$ cat config.mk
export PLATFORM = sky130hd
export DESIGN_NAME = axi_lite_rr_mux
export DESIGN_NICKNAME = d
export VERILOG_FILES = /design/src/rtl/axi_lite_rr_mux.sv
export SDC_FILE = /design/constraint.sdc
export NUM_CORES = 1
export LEC_CHECK = 0
export BUFFER_PORTS_ARGS = -buffer_cell sky130_fd_sc_hd__buf_2
export CAP_MARGIN = 20
export CORE_AREA = 2 2 179 181
export CTS_CLUSTER_SIZE = 24
export DETAILED_ROUTE_END_ITERATION = 16
export DIE_AREA = 0 0 181 183
export GPL_TIMING_DRIVEN = 0
export SETUP_SLACK_MARGIN = 0.02
export SYNTH_ARGS = -nofsm -noshare
export SYNTH_HDL_FRONTEND = slang
export SYNTH_SLANG_ARGS = --single-unit
$ cat constraint.sdc
create_clock -name clk_i -period 4.1 [get_ports clk_i]
set_clock_uncertainty 0.15 [all_clocks]
set_input_delay 0.615 -clock clk_i [delete_from_list [all_inputs] [get_ports clk_i]]
set_output_delay 0.615 -clock clk_i [all_outputs]
set_load 0.005 [all_outputs]
$ cat src/rtl/axi_lite_rr_mux.sv
// -----------------------------------------------------------------------------
// axi_lite_rr_mux
//
// Shares one AXI4-Lite master port between NoSlvPorts AXI4-Lite requesters.
// The write path (AW/W/B) and the read path (AR/R) each run their own
// round-robin engine. Each engine allows one outstanding transaction.
// Responses return only to the port that issued the transaction.
//
// Ports:
//   clk_i        clock
//   rst_i        synchronous, active-high reset
//   slv_reqs_i   requests from the requester ports   [NoSlvPorts]
//   slv_resps_o  responses to the requester ports    [NoSlvPorts]
//   mst_req_o    request to the shared master port
//   mst_resp_i   response from the shared master port
//
// The package below supplies default AXI4-Lite channel structs (32-bit
// address and data). Other widths can be used through the type parameters,
// as long as the struct field names are the same.
// -----------------------------------------------------------------------------
package axi_lite_rr_mux_pkg;

   typedef struct packed {
      logic [31:0] addr;
      logic [2:0]  prot;
   } ax_chan_t;

   typedef struct packed {
      logic [31:0] data;
      logic [3:0]  strb;
   } w_chan_t;

   typedef struct packed {
      logic [1:0] resp;
   } b_chan_t;

   typedef struct packed {
      logic [31:0] data;
      logic [1:0]  resp;
   } r_chan_t;

   typedef struct packed {
      ax_chan_t aw;
      logic     aw_valid;
      w_chan_t  w;
      logic     w_valid;
      logic     b_ready;
      ax_chan_t ar;
      logic     ar_valid;
      logic     r_ready;
   } req_lite_t;

   typedef struct packed {
      logic    aw_ready;
      logic    w_ready;
      b_chan_t b;
      logic    b_valid;
      logic    ar_ready;
      r_chan_t r;
      logic    r_valid;
   } resp_lite_t;

endpackage

module axi_lite_rr_mux #(
   parameter int unsigned NoSlvPorts  = 2,
   parameter type         req_lite_t  = axi_lite_rr_mux_pkg::req_lite_t,
   parameter type         resp_lite_t = axi_lite_rr_mux_pkg::resp_lite_t
) (
   input  logic       clk_i,
   input  logic       rst_i,
   input  req_lite_t  slv_reqs_i  [NoSlvPorts],
   output resp_lite_t slv_resps_o [NoSlvPorts],
   output req_lite_t  mst_req_o,
   input  resp_lite_t mst_resp_i
);

   localparam int unsigned SelW = (NoSlvPorts > 1) ? $clog2(NoSlvPorts) : 1;

   typedef logic [SelW-1:0] sel_t;

   typedef enum logic [1:0] {W_IDLE, W_ADDR, W_RESP} w_state_e;
   typedef enum logic [1:0] {R_IDLE, R_ADDR, R_RESP} r_state_e;

   // Picks the first requesting port, scanning from prio upwards and wrapping.
   function automatic sel_t rr_pick(input logic [NoSlvPorts-1:0] req, input sel_t prio);
      sel_t        pick;
      logic        found;
      int unsigned idx;
      pick  = prio;
      found = 1'b0;
      for (int unsigned k = 0; k < NoSlvPorts; k++) begin
         idx = (32'(prio) + k) % NoSlvPorts;
         if (!found && req[idx]) begin
            pick  = sel_t'(idx);
            found = 1'b1;
         end
      end
      return pick;
   endfunction

   // After a port is served it gets the lowest priority.
   function automatic sel_t rr_next(input sel_t sel);
      return sel_t'((32'(sel) + 1) % NoSlvPorts);
   endfunction

   // ---------------------------------------------------------------------------
   // State
   // ---------------------------------------------------------------------------
   w_state_e w_state_q, w_state_d;
   sel_t     w_sel_q,   w_sel_d;
   sel_t     w_prio_q,  w_prio_d;
   logic     aw_done_q, aw_done_d;
   logic     w_done_q,  w_done_d;

   r_state_e r_state_q, r_state_d;
   sel_t     r_sel_q,   r_sel_d;
   sel_t     r_prio_q,  r_prio_d;

   logic [NoSlvPorts-1:0] aw_valids;
   logic [NoSlvPorts-1:0] ar_valids;

   // Arbitration looks at aw_valid / ar_valid only. A W that arrives early
   // waits at its requester until its AW has been granted.
   for (genvar i = 0; i < NoSlvPorts; i++) begin : g_valids
      assign aw_valids[i] = slv_reqs_i[i].aw_valid;
      assign ar_valids[i] = slv_reqs_i[i].ar_valid;
   end

   // ---------------------------------------------------------------------------
   // Datapath and handshake routing
   // ---------------------------------------------------------------------------
   always_comb begin
      // NOTE: every output gets a default before the state-dependent overrides.
      // That way each path assigns a value, and no latch is inferred.
      mst_req_o    = '0;
      mst_req_o.aw = slv_reqs_i[w_sel_q].aw;
      mst_req_o.w  = slv_reqs_i[w_sel_q].w;
      mst_req_o.ar = slv_reqs_i[r_sel_q].ar;

      // Response payloads go to every port. Only the valid bits are steered.
      for (int i = 0; i < NoSlvPorts; i++) begin
         slv_resps_o[i]   = '0;
         slv_resps_o[i].b = mst_resp_i.b;
         slv_resps_o[i].r = mst_resp_i.r;
      end

      if (w_state_q == W_ADDR) begin
         // A channel that has already handshaken is masked. This stops a
         // requester that is presenting its next beat from being accepted twice.
         mst_req_o.aw_valid = slv_reqs_i[w_sel_q].aw_valid & ~aw_done_q;
         mst_req_o.w_valid  = slv_reqs_i[w_sel_q].w_valid  & ~w_done_q;
         slv_resps_o[w_sel_q].aw_ready = mst_resp_i.aw_ready & ~aw_done_q;
         slv_resps_o[w_sel_q].w_ready  = mst_resp_i.w_ready  & ~w_done_q;
      end

      if (w_state_q == W_RESP) begin
         mst_req_o.b_ready            = slv_reqs_i[w_sel_q].b_ready;
         slv_resps_o[w_sel_q].b_valid = mst_resp_i.b_valid;
      end

      if (r_state_q == R_ADDR) begin
         mst_req_o.ar_valid            = slv_reqs_i[r_sel_q].ar_valid;
         slv_resps_o[r_sel_q].ar_ready = mst_resp_i.ar_ready;
      end

      if (r_state_q == R_RESP) begin
         mst_req_o.r_ready            = slv_reqs_i[r_sel_q].r_ready;
         slv_resps_o[r_sel_q].r_valid = mst_resp_i.r_valid;
      end
   end

   logic aw_hs, w_hs, b_hs, ar_hs, r_hs;

   assign aw_hs = mst_req_o.aw_valid & mst_resp_i.aw_ready;
   assign w_hs  = mst_req_o.w_valid  & mst_resp_i.w_ready;
   assign b_hs  = mst_resp_i.b_valid & mst_req_o.b_ready;
   assign ar_hs = mst_req_o.ar_valid & mst_resp_i.ar_ready;
   assign r_hs  = mst_resp_i.r_valid & mst_req_o.r_ready;

   // ---------------------------------------------------------------------------
   // Write engine next state
   // ---------------------------------------------------------------------------
   always_comb begin
      w_state_d = w_state_q;
      w_sel_d   = w_sel_q;
      w_prio_d  = w_prio_q;
      aw_done_d = aw_done_q;
      w_done_d  = w_done_q;
      unique case (w_state_q)
         W_IDLE: begin
            if (|aw_valids) begin
               w_sel_d   = rr_pick(aw_valids, w_prio_q);
               aw_done_d = 1'b0;
               w_done_d  = 1'b0;
               w_state_d = W_ADDR;
            end
         end
         W_ADDR: begin
            // AW and W may complete in the same cycle or in any order.
            aw_done_d = aw_done_q | aw_hs;
            w_done_d  = w_done_q  | w_hs;
            if (aw_done_d && w_done_d) w_state_d = W_RESP;
         end
         W_RESP: begin
            if (b_hs) begin
               w_prio_d  = rr_next(w_sel_q);
               w_state_d = W_IDLE;
            end
         end
         default: w_state_d = W_IDLE;
      endcase
   end

   // ---------------------------------------------------------------------------
   // Read engine next state
   // ---------------------------------------------------------------------------
   always_comb begin
      r_state_d = r_state_q;
      r_sel_d   = r_sel_q;
      r_prio_d  = r_prio_q;
      unique case (r_state_q)
         R_IDLE: begin
            if (|ar_valids) begin
               r_sel_d   = rr_pick(ar_valids, r_prio_q);
               r_state_d = R_ADDR;
            end
         end
         R_ADDR: begin
            if (ar_hs) r_state_d = R_RESP;
         end
         R_RESP: begin
            if (r_hs) begin
               r_prio_d  = rr_next(r_sel_q);
               r_state_d = R_IDLE;
            end
         end
         default: r_state_d = R_IDLE;
      endcase
   end

   // ---------------------------------------------------------------------------
   // Registers
   // ---------------------------------------------------------------------------
   always_ff @(posedge clk_i) begin
      // NOTE: non-blocking assignments here, so every register samples the
      // values from before the clock edge no matter what order the lines are in.
      if (rst_i) begin
         w_state_q <= W_IDLE;
         w_sel_q   <= '0;
         w_prio_q  <= '0;
         aw_done_q <= 1'b0;
         w_done_q  <= 1'b0;
         r_state_q <= R_IDLE;
         r_sel_q   <= '0;
         r_prio_q  <= '0;
      end else begin
         w_state_q <= w_state_d;
         w_sel_q   <= w_sel_d;
         w_prio_q  <= w_prio_d;
         aw_done_q <= aw_done_d;
         w_done_q  <= w_done_d;
         r_state_q <= r_state_d;
         r_sel_q   <= r_sel_d;
         r_prio_q  <= r_prio_d;
      end
   end

endmodule

Word-level counts from Yosys, hierarchy flattened
Index checks and enable logic that the tools add are counted.
{"block": "classes", "add_sub_neg": 4, "order_cmp": 8, "eq_ne": 10, "mux": 57, "bitwise_logic": 15, "n_reduce_logical": 19}
{"cell": "82-bit bitwise mux", "count": 5}
{"cell": "111-bit two-way mux", "count": 3}
{"cell": "82-bit two-way mux", "count": 4}
{"cell": "41-bit demux with 1-bit select", "count": 5}
{"cell": "37-bit two-way mux", "count": 4}
{"cell": "41-bit two-way mux", "count": 1}
{"cell": "40-bit two-way mux", "count": 1}
{"cell": "36-bit two-way mux", "count": 1}
{"cell": "1-bit two-way mux", "count": 23}
{"cell": "2-bit two-way mux", "count": 6}
{"cell": "2-bit one-hot mux with 3 select lines", "count": 2}
{"cell": "2-bit != test (second input constant)", "count": 5}
{"cell": "2-bit AND reduction", "count": 5}
{"cell": "1-bit bitwise AND", "count": 9}
{"cell": "1-bit by 2-bit less-than comparator with 1-bit output (second input constant)", "count": 4}
{"cell": "3-bit AND reduction", "count": 2}
{"cell": "1-bit logical AND", "count": 5}
{"cell": "1-bit adder (second input constant)", "count": 4}
{"cell": "2-bit by 1-bit == test with 1-bit output (second input constant)", "count": 2}
{"cell": "2-bit == test (second input constant)", "count": 2}
{"cell": "2-bit >= comparator (second input constant)", "count": 2}
{"cell": "2-bit zero test", "count": 2}
{"cell": "2-bit by 1-bit less-than comparator with 1-bit output (second input constant)", "count": 2}
{"cell": "1-bit inverter with 2-bit output", "count": 2}
{"cell": "7 further kinds", "count": 12}
{"block": "word_totals", "ff_bits": 10, "inputBits": 265, "output_inout_bits": 193, "word_cells": 121}

Longest topological paths before layout
Gate-level depths: netlist of the first run.
{"block": "depth", "ltp_word": 14, "depth_mapped": 5, "ltp_nobuf": 3}

Worst setup path before layout of the first run
No wires, ideal clock.
{"block": "synth_timing", "path_type": "register -> output", "from": "register w_sel_q", "to": "output mst_req_o[108] (netlist name)", "arrival_ns": 1.168, "required_ns": 3.335, "setup_slack_ns": 2.167, "stages_incl_launch_ff": 5, "path_buffers": 3, "path_cell_list": "dfxtp_1 > buf_4 > buf_2 > buf_2 > mux2_2"}
{"item": "from (decl)", "line_no": "111", "source": "sel_t w_sel_q, w_sel_d;"}
{"item": "from (signal assigned)", "line_no": "259", "source": "w_sel_q <= w_sel_d;"}
{"item": "to (decl)", "line_no": "74", "source": "output req_lite_t mst_req_o,"}

==> metrics.txt, run 1 <==
Distinct cells, synth=35; slew at the pin closest to its max-slew limit=0.569 ns; VDD IR max=0.000115 V; Core ar.=31200 um2; post-DP HPWL=11.8 mm; Post-Syn Nets=535; remaining global-route overflow=0; Slew Viols, Final=0; # rows=65; drt drc=0; Die X=181 um; CP max FO=10; largest cells by area after synthesis=mux2_2 50%, buf_4 22%, dfxtp_1 8.2%, buf_2 2.5%, a21oi_1 1.2%; first-pass GRT wire length=approximately 17 mm; area grow syn2layout=110%; reg2reg setup slack=2.47 ns; Root Buffer=clkbuf_16; max-cap violation count=0; total track usage=6.75%; mean post-synth cell area=9.06 um2; setup TNS=0 ns; Crit Path Category=register to output port; vias post-DR=3534; HP Start=w_done_q; Yosys reg bits=10; clock period minus worst slack=about 2.6 ns; period utilisation layout=64.3%; Synth Instances=270; Critical Path RT=3.34 ns; sequential area share after synthesis=8.18%; status=finished, final reports clean; final hold vios=0; postcts setup bufs=0; most used cell, CP=buf_2; area leader, netlist=mux2_2; most used flip-flop cell after synthesis=dfxtp_1; ys async rst share=0%; clk sink count=10; worst skew pair latency=0.24 ns; CP startpoint=w_sel_q; NumNets Final=960; Power Dens Cells=152 nW/um2; CTS resizes=0; count of input and output buffers=420; Slew headroom=62.0%; Iter 0 DRT Violations=87; post-synth top area share=between 50 and 60%; TritonCTS Buffers=3; initial core utilization=under 10%; largest net degree at the start of global routing=11; Post-synth EDFFs=0; Fillers=around 3500; hold path depth=2; initial antenna violation count=5; FF-to-FF Start=w_sel_q; H-tree lvl count=1; Hold EP=w_done_q; worst min-delay path class=register to register; Slowest cell on crit path=mux2_2; I/O pin cnt=458; WL/cell=approximately 12 um; Setup-failing EPs final=0; Worst Reg-to-Reg Cells=4; hold_buf cts=0; hold slack=around 0.35 ns; vias per cell=about 3.2; vias in the first global route=3316; CP Capture Type=output port; Cell Area, Synth=between 2000 and 2500 um2; RePlAce Congestion=approximately 0.75; Clk pin slew, worst setup/hold paths=~0.040 ns; RR Endpoint=w_state_q[1]; crit start category=register; RSZ-0062 raised after global routing=false; die area=33100 um2; Critical Path, Cell by Cell=buf_4, buf_2, buf_2, mux2_2, buf_2; drt first pass iters=4; Synth warnings=0; WL final=about 13 mm; Max Root-Sink Buffers=2; ANT nets after route=0; layout cells sized above 1=90.2%; crit path DAT=1.87 ns; Die Y=between 150 and 200 um; leakage power=0.00277 uW; CTS tree=built; Max stage delay on crit path=0.37 ns; f_max=~380 MHz
==> synth_stat cells (3+ instances only) <==
library cell	number
and2_1	3
nand3_1	3
and3_1	3
a21oi_1	6
nor3b_1	4
buf_2	12
nor2_1	8
nand2_1	4
o21ai_0	3
mux2_2	109
nor3_1	3
dfxtp_1	10
buf_4	73
==> per-layer routing <==
layer  vias up  global-route usage [%]  routed length (um)
li1       1734                       -                   -
met1      1533                    7.38                4780
met2       247                    12.2                6430
met3        16                    2.08                1370
met4         4                    2.60                 323
met5         -                       0                  22
==> cells by family (layout without fill, tap and decap cells) <==
kind of cell	Yosys count	count (layout)	share of synthesized area, %
AOI/OAI and AO/OA	20	20	5.52
buffers and inverters	89	513	25.8
DFF	10	10	8.18
muxes	111	111	51.2
other	0	3	0
and+or+nand+nor	40	40	9.26
==> worst max-delay path by stage <==
| stage | endpoint | slack [ns] | cells past startpoint |
|---|---|---|---|
| 2_1_floorplan | mst_req_o[108] | 2.17 | 4 |
| 3_3_place_gp | mst_req_o[40] | 1.65 | 5 |
| 3_5_place_dp | mst_req_o[40] | 1.64 | 5 |
| 4_1_cts | mst_req_o[40] | 1.38 | 5 |
| 5_1_grt | mst_req_o[40] | 1.33 | 5 |
| 6_report | mst_req_o[40] | 1.47 | 5 |
==> power by group <==
part	switching, uW	internal, uW
Sequential	3.45	102
Combinational	179	298
Clock	50.5	147
Total	233	548
==> metrics by stage <==
step           instances  power (uW)  instance area [um2]  util, %  worst slack [ns]
5_1_grt             1098         832                 5140     16.5              1.33
3_5_place_dp        1092         589                 5050     16.2              1.64
3_3_place_gp        1092         584                 5050     16.2              1.65
2_1_floorplan        270         330                 2450        -              2.17
6_report            1099         780                 5150     16.5              1.47
4_1_cts             1096         792                 5140     16.5              1.38
==> sequential cells by signal (all words and copies together), names as in the netlist <==
register,cells
r_state_q,2
w_state_q,2
aw_done_q,1
r_prio_q,1
r_sel_q,1
w_done_q,1
w_prio_q,1
w_sel_q,1
==> layout make-up <==
type                            instances  area, um2  area share, %
Antenna cell                            3       7.51          0.146
Buffer                                 88        628           12.2
Clock buffer                            4       88.8           1.73
Inverter                                1       3.75         0.0729
Multi-Input combinational cell        171       1610           31.4
Sequential cell                        10        200           3.89
Tap cell                              402        503           9.77
Timing Repair Buffer                  420       2100           40.8
==> worst max-delay path, delay by kind of cell (launching register included) <==
| kind | cells | cell delay [ns] |
|---|---|---|
| buffers and inverters | 4 | 0.96 |
| DFF | 1 | 0.30 |
| muxes | 1 | 0.37 |
==> layout by cell type (no fill, tap or decap), drive strengths merged, types with 2 or more instances in the layout <==
cell    count
or2         2
and3b       2
nor2b       2
a31oi       2
a21bo       2
and3        3
nand2       4
clkbuf      6
nand2b      2
a21oi       6
mux2      110
nor3        3
o21ai       3
buf       506
nor3b       4
dfxtp      10
nor2        8
diode       3
and2        4
nand3       3
a311oi      2
(Power assumes the default switching activity.)
==> run 2, diff against run 1 <==
--- a/config.mk
+++ b/config.mk
@@ -7,10 +7,10 @@
 export LEC_CHECK = 0
 export BUFFER_PORTS_ARGS = -buffer_cell sky130_fd_sc_hd__buf_2
 export CAP_MARGIN = 20
-export CORE_AREA = 2 2 179 181
+export CORE_AREA = 2 2 181 183
 export CTS_CLUSTER_SIZE = 24
 export DETAILED_ROUTE_END_ITERATION = 16
-export DIE_AREA = 0 0 181 183
+export DIE_AREA = 0 0 183 185
 export GPL_TIMING_DRIVEN = 0
 export SETUP_SLACK_MARGIN = 0.02
 export SYNTH_ARGS = -nofsm -noshare
==> constraint.sdc (replaced) <==
create_clock -name clk_i -period 2.2 [get_ports clk_i]
set_clock_uncertainty 0.15 [all_clocks]
set_input_delay 0.33 -clock clk_i [delete_from_list [all_inputs] [get_ports clk_i]]
set_output_delay 0.33 -clock clk_i [all_outputs]
set_load 0.005 [all_outputs]
==> run 2 against run 1 <==
Compared with the run above:
- worst setup slack worse by 1.3 ns
- power up 86%
- sequential power up 86%
- final cell count up 0.45%
- largest power group unchanged
- highest routed layer is now met4
==> metrics.txt, run 2 (same netlist as run 1, synthesis figures left out) <==
leakage power=0.00278 uW (about the same); initial antenna violation count=3 (-2); Crit Path Category=register to output port; post-DP HPWL=12.0 mm (+1.9%); WL/cell=11.9 um (+1.3%); Max Root-Sink Buffers=2 (unchanged); vias in the first global route=3162 (-4.6%); biggest regs=r_state_q (2), w_state_q (2); clk sink count=10 (unchanged); total track usage=6.49% (-0.26 points); RSZ-0062 raised after global routing=false; # rows=66 (+1.5%); most frequent cells in the layout=430 x buf_2, 109 x mux2_2, 72 x buf_4; largest net degree at the start of global routing=11 (unchanged); Iter 0 DRT Violations=67 (-23%); Critical Path RT=1.72 ns (-1.62 ns); gr busiest metal=met2; most common cell after layout, fill and taps aside=buf_2; max-cap violation count=0 (unchanged); slew at the pin closest to its max-slew limit=0.522 ns (-0.0469 ns); area grow syn2layout=111%; vias post-DR=3557 (+0.65%); CP max FO=10 (unchanged); met1 usage=5.76% (-1.6 points); met2 Use GR=14.5% (+2.3 points); Root Buffer=clkbuf_16; Clk pin slew, worst setup/hold paths=0.04 ns (about the same); Slew headroom=65.1% (+3.1 points); final setup margin=0.137 ns (-1.33 ns); Core ar.=32000 um2 (+2.6%); TritonCTS Buffers=3 (unchanged); layout cells sized above 1=90.2% (unchanged); postcts setup bufs=0 (unchanged); crit path DAT=1.58 ns (-0.29 ns); Fillers=3677 (+3.7%); initial core utilization=7.63% (-0.20 points); ANT nets after route=0 (unchanged); Slew Viols, Final=0 (unchanged); Power Dens Cells=281 nW/um2 (+86%); NumNets Final=960 (unchanged); count of input and output buffers=420 (unchanged); Die Y=185 um (+1.1%); WL final=13.2 mm (+1.7%); worst skew pair latency=0.23 ns (about the same); CTS tree=built; clock period minus worst slack=2.06 ns; crit start category=register; f_max=485 MHz; first-pass GRT wire length=16.8 mm (-3.0%); final hold vios=0 (unchanged); I/O pin cnt=458 (unchanged); status=finished, final reports clean; remaining global-route overflow=0 (unchanged); final instance area=5170 um2 (+0.41%); period utilisation layout=between 90% and 100%; VDD IR max=0.000361 V (+210%); drt drc=0 (unchanged); drt first pass iters=4 (unchanged); Area after DPL=5060 um2 (+0.15%); pre-CTS WS=-0.0398 ns (-1.68 ns); Die X=183 um (+1.1%); vias per cell=3.22 (+0.19%); RePlAce Congestion=0.835 (+11%); die area=33900 um2 (+2.2%); H-tree lvl count=1 (unchanged); CP Capture Type=output port; Setup-failing EPs final=0 (unchanged); worst min-delay path class=input pin to register; met3 usage=1.12% (-0.96 points)
-- run 2: cell type report --
type                       count  area, um2  share of cell area [%]
antenna                        2       5.00                  0.0968
buffer                        88        644                    12.5
clock buffer                   4       88.8                    1.72
inverter                       1       3.75                  0.0726
multi-input combinational    171       1610                    31.2
sequential                    10        200                    3.87
tap                          408        510                    9.88
timing repair buffer         420       2100                    40.7
-- run 2: path summary, 6_finish.rpt --
kind | cells past startpoint | slack (ns) | start | to
min reg2reg | 2 | 0.34 | w_done_q | w_done_q
max | 4 | 0.14 | w_sel_q | mst_req_o[76]
min | 2 | 0.16 | slv_reqs_i[37] | w_prio_q
max reg2reg | 4 | 0.62 | w_sel_q | w_state_q[1]
-- run 2: timing repair --
item	CTS	global route
hold buffers	0	0
cloned	0	0
gates resized for setup	4	1
endpoints found under the setup margin	10	2
-- run 2: metal layers --
metal | part of all wire [%] | wire length (um)
met4 | 2.2 | 290
met1 | 32 | 4190
met5 | 0 | 0
met3 | 9.6 | 1260
met2 | 56 | 7420
-- run 2: metrics by stage --
stage	total power [uW]	TNS [ns]	utilization [%]	hold slack, ns	std cells
6_report	1450	0	16.1	0.159	1104
3_5_place_dp	1100	-0.0714	15.8	0.341	1098
2_1_floorplan	616	0	-	0.296	270
3_3_place_gp	1100	-0.0650	15.8	0.336	1098
4_1_cts	1470	0	16.1	0.156	1102
5_1_grt	1550	0	16.1	0.168	1104
-- run 2: where the power goes --
part	switching [uW]	internal (uW)
logic	337	559
registers	6.78	191
clock network	88.1	274
total	431	1020
-- run 2: critical path, cell delays in order, from the launching register on --
cell and delay (ns):
dfxtp_1 0.31, buf_6 0.19, buf_2 0.30, mux2_2 0.39, buf_2 0.13
